$ cat config.mk
export PLATFORM = sky130hd
export DESIGN_NAME = sync_fifo_flags
export DESIGN_NICKNAME = d
export VERILOG_FILES = /design/src/rtl/sync_fifo_flags.sv
export SDC_FILE = /design/constraint.sdc
export NUM_CORES = 1
export LEC_CHECK = 0
export BUFFER_PORTS_ARGS = -buffer_cell sky130_fd_sc_hd__buf_2
export CAP_MARGIN = 10
export CELL_PAD_IN_SITES_DETAIL_PLACEMENT = 0
export CELL_PAD_IN_SITES_GLOBAL_PLACEMENT = 1
export CORE_UTILIZATION = 35
export CTS_CLUSTER_DIAMETER = 50
export CTS_CLUSTER_SIZE = 20
export DETAILED_ROUTE_END_ITERATION = 10
export PLACE_DENSITY = 0.57
export SLEW_MARGIN = 20
export SYNTH_ARGS = -nofsm -noshare
export SYNTH_HDL_FRONTEND = slang
export SYNTH_SLANG_ARGS = --single-unit
$ cat constraint.sdc
create_clock -name clk -period 3.6 [get_ports clk]
set_input_delay 0.18 -clock clk [delete_from_list [all_inputs] [get_ports clk]]
set_output_delay 0.18 -clock clk [all_outputs]
set_load 0.05 [all_outputs]
$ cat src/rtl/sync_fifo_flags.sv
// sync_fifo_flags -- single-clock FIFO with registered occupancy and status flags.
//
// Optional build macro: SYNC_FIFO_ERR_FLAG_EN adds sticky overflow/underflow
// error outputs. Without it those ports and their logic do not exist.
//
// Ports:
//   clk, rst_n      clock (rising edge) and asynchronous active-low reset
//   wr, datain      write request and write data
//   rd              read request
//   dataout         registered read data, holds between reads
//   dout_valid      one-cycle pulse when dataout carries a newly read word
//   full, empty     occupancy == DEPTH / occupancy == 0
//   almost_full     count >= AF_LEVEL
//   almost_empty    count <= AE_LEVEL
//   count           occupancy, 0..DEPTH
//   overflow        (macro only) sticky: write requested while full
//   underflow       (macro only) sticky: read requested while empty

module sync_fifo_flags #(
  parameter int DATA_WIDTH = 8,
  parameter int ADDR_WIDTH = 3,
  parameter int AF_LEVEL   = (1 << ADDR_WIDTH) - 2,
  parameter int AE_LEVEL   = 2
) (
  input  logic                  clk,
  input  logic                  rst_n,
  input  logic                  wr,
  input  logic [DATA_WIDTH-1:0] datain,
  input  logic                  rd,
  output logic [DATA_WIDTH-1:0] dataout,
  output logic                  dout_valid,
  output logic                  full,
  output logic                  empty,
  output logic                  almost_full,
  output logic                  almost_empty,
  output logic [ADDR_WIDTH:0]   count
`ifdef SYNC_FIFO_ERR_FLAG_EN
  ,
  output logic                  overflow,
  output logic                  underflow
`endif
);

  localparam int DEPTH = 1 << ADDR_WIDTH;
  localparam int PW    = ADDR_WIDTH + 1;

  localparam logic [ADDR_WIDTH:0] PTR_ONE = PW'(1);
  localparam logic [ADDR_WIDTH:0] AF_CNT  = PW'(AF_LEVEL);
  localparam logic [ADDR_WIDTH:0] AE_CNT  = PW'(AE_LEVEL);

  logic [DATA_WIDTH-1:0] mem_q [DEPTH];

  logic [ADDR_WIDTH:0]   wr_ptr_q, wr_ptr_d;
  logic [ADDR_WIDTH:0]   rd_ptr_q, rd_ptr_d;
  logic [ADDR_WIDTH:0]   count_q,  count_d;
  logic [DATA_WIDTH-1:0] dout_q,   dout_d;
  logic                  dvld_q,   dvld_d;

  logic full_c, empty_c;
  logic wr_en, rd_en;

  // Flags come only from registered pointers/count, so wr/rd never reach
  // a flag output combinationally.
  always_comb begin
    full_c  = (wr_ptr_q[ADDR_WIDTH-1:0] == rd_ptr_q[ADDR_WIDTH-1:0]) &&
              (wr_ptr_q[ADDR_WIDTH] != rd_ptr_q[ADDR_WIDTH]);
    empty_c = (wr_ptr_q == rd_ptr_q);
    wr_en   = wr && !full_c;
    rd_en   = rd && !empty_c;
  end

  always_comb begin
    wr_ptr_d = wr_ptr_q;
    rd_ptr_d = rd_ptr_q;
    count_d  = count_q;
    dout_d   = dout_q;
    dvld_d   = rd_en;
    if (wr_en) wr_ptr_d = wr_ptr_q + PTR_ONE;
    if (rd_en) begin
      rd_ptr_d = rd_ptr_q + PTR_ONE;
      dout_d   = mem_q[rd_ptr_q[ADDR_WIDTH-1:0]];
    end
    unique case ({wr_en, rd_en})
      2'b10:   count_d = count_q + PTR_ONE;
      2'b01:   count_d = count_q - PTR_ONE;
      default: count_d = count_q;
    endcase
  end

  always_ff @(posedge clk or negedge rst_n) begin
    if (!rst_n) begin
      wr_ptr_q <= '0;
      rd_ptr_q <= '0;
      count_q  <= '0;
      dout_q   <= '0;
      dvld_q   <= 1'b0;
    end else begin
      wr_ptr_q <= wr_ptr_d;
      rd_ptr_q <= rd_ptr_d;
      count_q  <= count_d;
      dout_q   <= dout_d;
      dvld_q   <= dvld_d;
    end
  end

  // Storage is deliberately not reset; resetting the pointers is enough to
  // discard its contents.
  always_ff @(posedge clk) begin
    if (wr_en) mem_q[wr_ptr_q[ADDR_WIDTH-1:0]] <= datain;
  end

`ifdef SYNC_FIFO_ERR_FLAG_EN
  logic ovf_q, udf_q;

  always_ff @(posedge clk or negedge rst_n) begin
    if (!rst_n) begin
      ovf_q <= 1'b0;
      udf_q <= 1'b0;
    end else begin
      ovf_q <= ovf_q | (wr & full_c);
      udf_q <= udf_q | (rd & empty_c);
    end
  end

  assign overflow  = ovf_q;
  assign underflow = udf_q;
`endif

  assign dataout      = dout_q;
  assign dout_valid   = dvld_q;
  assign full         = full_c;
  assign empty        = empty_c;
  assign count        = count_q;
  assign almost_full  = (count_q >= AF_CNT);
  assign almost_empty = (count_q <= AE_CNT);

endmodule

==> qor.csv, run 1 <==
metric,value,unit
sequential area share after synthesis,69.8,%
Num Clock Sinks,85,
hold path startpoint,rd,
core area,9730,um2
Reg2Reg Depth,9,
drt first pass iters,4,
syn avg cell area,17.6,um2
Final period util,80.3,%
f_max,0.346,GHz
hold crit path type,input port to register,
number of synthesized flops with an enable pin,64,
Sw Share,39.9,%
Mapped Area,3510,um2
hold path cells,3,
asr flop ratio synth,24.7,%
Final ANT Viol Nets,0,
Row Count,36,
vias in the first global route,1777,
combinational share of power,42.4,%
R2R Path Start,wr_ptr_q[2],
worst setup path class,register to register,
placed cells,364,
die height,102,um
largest net degree at the start of global routing,22,
Mapped Cells,199,
H-tree levels,3,
normalized max-slew margin,62.1,%
final hold violations,0,
num ports,29,
Worst Setup End Kind,register,
first-pass GRT wire length,9880,um
grt ovf,0,
NetSw,1.45,mW
leak pwr,1.52,nW
required time of the critical path,3.83,ns
clock slew at reported path FFs,0.08,ns
R2R setup slack,0.71,ns
TritonCTS buffer count,9,
setup TNS,0,ns
1st-iter DRT viols,44,
worst-margin pin slew,0.566,ns
WP data arrival,3.12,ns
# setup viols final,0,
top_reg_cell synth,edfxtp_1,
sequential share of power,39.3,%
hold worst-path end,dout_valid,
maximum clock path buffer count,2,
I/O Buffers,28,
RSZ-0062 raised after global routing,false,
CTS tree,done,
synth unique cells,36,
Clock Skew,0.00946,ns
min Tclk post-route,2.89,ns
Final Max Slew Viols,0,
FF-to-FF End,count[3],
"Net Count, Synth",217,
#FFs+latches synth,85,
wire per inst,16.8,um
vias,1778,
final wirelength,6380,um
status,"finished, final reports clean",
die width,102,um
internal power,2.19,mW
Vias/cell,4.67,
worst IR drop on VDD,0.329,mV
# diodes,0,
Startpoint Class,register,
die area,10400,um2
Starting Density,36.1,%
Max Cap Viol,0,
routability cong.,0.728,
initial antenna violation count,0,
PD cells,894,nW/um2
layout net count,261,
Clk pwr share,18.3,%
Worst-Skew Late Latency,0.35,ns
Root Driver,clkbuf_8,
HPWL after detailed placement,4170,um
All-Layer GR Usage,13.8,%
P&R area growth vs syn,16.2,%
Residual DRC,0,
layout cells sized above 1,31.5,%
post-route insts no fill,381,
Synth Warn #,0,
crit-path max FO,7,
## power by group through the flow
stage / logic, mW / registers (mW) / clock network [mW]
3_5_place_dp: 1.57 / 1.46 / 0
3_3_place_gp: 1.57 / 1.45 / 0
6_report: 1.54 / 1.43 / 0.667
2_1_floorplan: 0.973 / 1.67 / 0
4_1_cts: 1.58 / 1.44 / 0.691
5_1_grt: 1.69 / 1.46 / 0.730
## stage by stage
stage	power [mW]	instance area (um2)	util [%]	setup slack, ns	hold slack (ns)
2_1_floorplan	2.64	3510	-	0.619	-0.116
4_1_cts	3.71	4080	41.9	0.674	0.0758
6_report	3.65	4080	41.9	0.708	0.0955
3_5_place_dp	3.03	3870	39.8	0.703	0.202
3_3_place_gp	3.02	3870	39.8	0.811	0.197
5_1_grt	3.89	4080	41.9	0.434	0.0762
## state kept, by name, indices dropped and copies added (netlist names)
signal and cells:
wr_ptr_q 4, mem_q 64, rd_ptr_q 4, dout_valid 1, count 4, dataout 8
## what timing repair did
action                     4_1_cts  5_1_grt
setup endpoints to repair        0        0
resized for setup                0        0
hold endpoints to repair        21        0
hold buffers                     1        0
buffers inserted                 0        0
## kinds of logic after synthesis
| kind of cell | count (synthesis) | share of synthesized area [%] |
|---|---|---|
| multiplexers | 27 | 13.6 |
| flip-flops | 85 | 69.8 |
| AND/OR/NAND/NOR | 35 | 4.78 |
| adder cells (fa/ha/maj) | 6 | 2.35 |
| AO/OA/AOI/OAI | 18 | 4.03 |
| XOR/XNOR | 12 | 3.21 |
| buffers and inverters | 16 | 2.28 |
## critical path, cell delays in order, from the launching register on
cell and delay, ns:
dfrtp_1 0.48, xor2_1 0.50, o41ai_4 0.09, buf_4 0.18, ha_1 0.24, ha_1 0.28
a21o_1 0.20, a2111oi_0 0.40, a31oi_1 0.08, a311o_1 0.32
## Yosys cell counts (all sizes together) (2+ instances only)
cell	n	area share, %
a21o	2	0.43
buf	7	1.3
clkbuf	2	0.21
dfrtp	21	15
edfxtp	64	55
ha	5	1.8
inv	7	0.75
mux2	2	0.75
mux2i	9	2.6
mux4	16	10
nand2	12	1.3
nand2b	3	0.54
nor2	9	0.96
nor3	5	0.86
o21ai	9	1.3
o41ai	2	1.2
or2	2	0.36
xnor2	3	0.75
xor2	9	2.5
## cell usage in the layout, fill, tap and decap left out, types with 2 or more instances in the layout
master      count
edfxtp_1       64
buf_2          28
dfrtp_1        21
mux4_2         16
buf_4          13
nand2_1        12
nor2_1          9
mux2i_1         9
o21ai_0         9
clkbuf_8        9
xor2_1          8
inv_1           7
ha_1            5
nor3_1          4
xnor2_1         3
nand2b_1        3
clkinvlp_4      3
o41ai_4         2
a21o_1          2
inv_6           2
## final cells by class
| class | count | area (um2) |
|---|---|---|
| fillers | 911 | 5650 |
| flip-flops and latches | 85 | 2450 |
| multi-input cells | 98 | 992 |
| repair buffers | 42 | 248 |
| well taps | 133 | 166 |
| clock buffers | 10 | 128 |
| clock inverters | 6 | 70.1 |
| inverters | 7 | 26.3 |
## worst max path at each step
stage / slack, ns / depth (start not counted) / endpoint / start
finish: 0.71 / 9 / count[3] / wr_ptr_q[2]
global route: 0.43 / 9 / count[3] / wr_ptr_q[1]
CTS: 0.67 / 9 / count[3] / wr_ptr_q[1]
detailed placement: 0.70 / 9 / count[3] / wr_ptr_q[1]
global placement: 0.81 / 9 / count[3] / wr_ptr_q[1]
floorplan: 0.62 / 11 / count[3] / rd_ptr_q[1]
## layer usage
| layer | GRT usage (%) | share of wire (%) | wire, um | vias up |
|---|---|---|---|---|
| met5 | 0 | 0 | 0 | - |
| met4 | 4.29 | 1.3 | 82 | 0 |
| met3 | 5.20 | 3.3 | 211 | 8 |
| met2 | 22.5 | 49 | 3130 | 35 |
| met1 | 17.0 | 46 | 2960 | 891 |
| li1 | - | - | - | 844 |
(Power assumes the default switching activity.)
==> run 2, diff against run 1 <==
==> constraint.sdc (replaced) <==
create_clock -name clk -period 3 [get_ports clk]
set_input_delay 0.15 -clock clk [delete_from_list [all_inputs] [get_ports clk]]
set_output_delay 0.15 -clock clk [all_outputs]
set_load 0.05 [all_outputs]
==> run 2 against run 1 <==
Compared with the run above: combinational power rose by 24%; clock power rose by 10%; global-route usage rose by 0.23 points; critical path depth did not move; clock skew rose by 0.0030 ns; sequential share of layout area fell by 0.53 points; die area did not move; clock-buffer cell count fell by 1; largest cell class unchanged; non-clock buffer count rose by 6; design area rose by 0.89%; largest power group unchanged.
==> qor.csv, run 2 (same netlist as run 1, synthesis figures left out) <==
metric,value,unit
status,"finished, final reports clean",
overall power,4.36,mW
HPWL after detailed placement,4170,um
Max Cap Viol,0,
clock slew at reported path FFs,0.09,ns
required time of the critical path,3.23,ns
leak pwr,1.55,nW
drt first pass iters,5,
TritonCTS buffer count,9,
Final period util,93.3,%
vias in the first global route,1883,
R2R setup slack,0.20,ns
Starting Density,36.1,%
die width,102,um
min Tclk post-route,2.80,ns
PD cells,1060,nW/um2
Startpoint Class,register,
PnR worst setup slack,0.202,ns
layout net count,267,
worst IR drop on VDD,0.447,mV
Vias/cell,4.62,
setup TNS,0,ns
All-Layer GR Usage,14.0,%
fillers,899,
vias,1787,
Residual DRC,0,
maximum clock path buffer count,2,
WP data arrival,3.03,ns
layout cells sized above 1,33.5,%
"commonest non-fill, non-tap cell in the layout",edfxtp_1,
final hold violations,0,
Final Max Slew Viols,0,
routability cong.,0.681,
Final ANT Viol Nets,0,
I/O Buffers,28,
crit-path max FO,5,
# setup viols final,0,
"commonest cells after routing, fill and taps aside","64 x edfxtp_1, 28 x buf_2, 21 x dfrtp_1",
final wirelength,6400,um
Worst-Skew Late Latency,0.35,ns
1st-iter DRT viols,66,
register area,2450,um2
wire per inst,16.5,um
# diodes,0,
largest net degree at the start of global routing,22,
setup bufs post-CTS,0,
RSZ-0062 raised after global routing,false,
grt ovf,0,
initial antenna violation count,0,
placed cells,370,
H-tree levels,3,
worst-margin pin slew,0.512,ns
Worst Setup End Kind,register,
die height,102,um
worst setup path class,register to register,
Row Count,36,
Clock Skew,0.0125,ns
pre-CTS setup slack,0.197,ns
Worst Hold Margin,0.0507,ns
P&R area growth vs syn,17.3,%
Util after Layout,42.3,%
Num Clock Sinks,85,
num ports,29,
core area,9730,um2
hold crit path type,input port to register,
max reg flops,64,
first-pass GRT wire length,10200,um
post-route insts no fill,387,
normalized max-slew margin,65.8,%
f_max,0.357,GHz
die area,10400,um2
CTS tree,done,
design area,4110,um2
Root Driver,clkbuf_8,
area of the multi-input gates,1000,um2
DP Area,3920,um2
## run 2: cell types whose count changed in the layout (fill, tap and decap cells not counted)
cell and change:
clkinv_4 +3, xor2_2 +1, clkinvlp_4 -3, xor2_1 -1
bufinv_16 -1, a2111oi_1 +1, a2111oi_0 -1, clkinv_1 +1
clkbuf_1 -1, inv_6 +1, buf_4 +6
## run 2: worst max-delay path, cell delays in order, from the launching register on
cell       delay [ns]
dfrtp_1          0.43
xor2_1           0.21
o41ai_4          0.37
inv_1            0.09
ha_1             0.26
ha_1             0.28
a21o_1           0.20
a2111oi_1        0.42
a31oi_1          0.08
a311o_1          0.32
## run 2: layout make-up
cell class	count	share of cell area (%)
Sequential cell	85	59.5
Multi-Input combinational cell	98	24.3
Timing Repair Buffer	48	7.12
Tap cell	133	4.05
Clock buffer	9	3.01
Clock inverter	7	1.37
Inverter	7	0.639
## run 2: final timing paths
kind / to / from / cells after the start
min in group asynchronous: dataout[0] / rst_n / 2
min reg2reg: dataout[3] / dataout[3] / 2
max reg2reg: count[3] / rd_ptr_q[3] / 9
max: count[3] / rd_ptr_q[3] / 9
min: dout_valid / rd / 3
max in group asynchronous: dataout[1] / rst_n / 2
## run 2: power by group
| group | internal, mW | switching, mW | total, mW |
|---|---|---|---|
| sequential | 1.56 | 0.156 | 1.71 |
| clock | 0.311 | 0.424 | 0.735 |
| combinational | 0.716 | 1.20 | 1.91 |
| total | 2.58 | 1.78 | 4.36 |
## run 2: timing repair
item	4_1_cts	5_1_grt
resized for setup	0	2
hold endpoints to repair	21	0
hold buffers	1	0
endpoints found under the setup margin	0	1
## run 2: per-layer routing
layer / track usage, % / vias up / share of wire [%]
li1: - / 856 / -
met1: 18.1 / 894 / 47
met2: 22.6 / 31 / 49
met3: 3.97 / 6 / 3.1
met4: 4.95 / 0 / 1.3
met5: 0 / - / 0
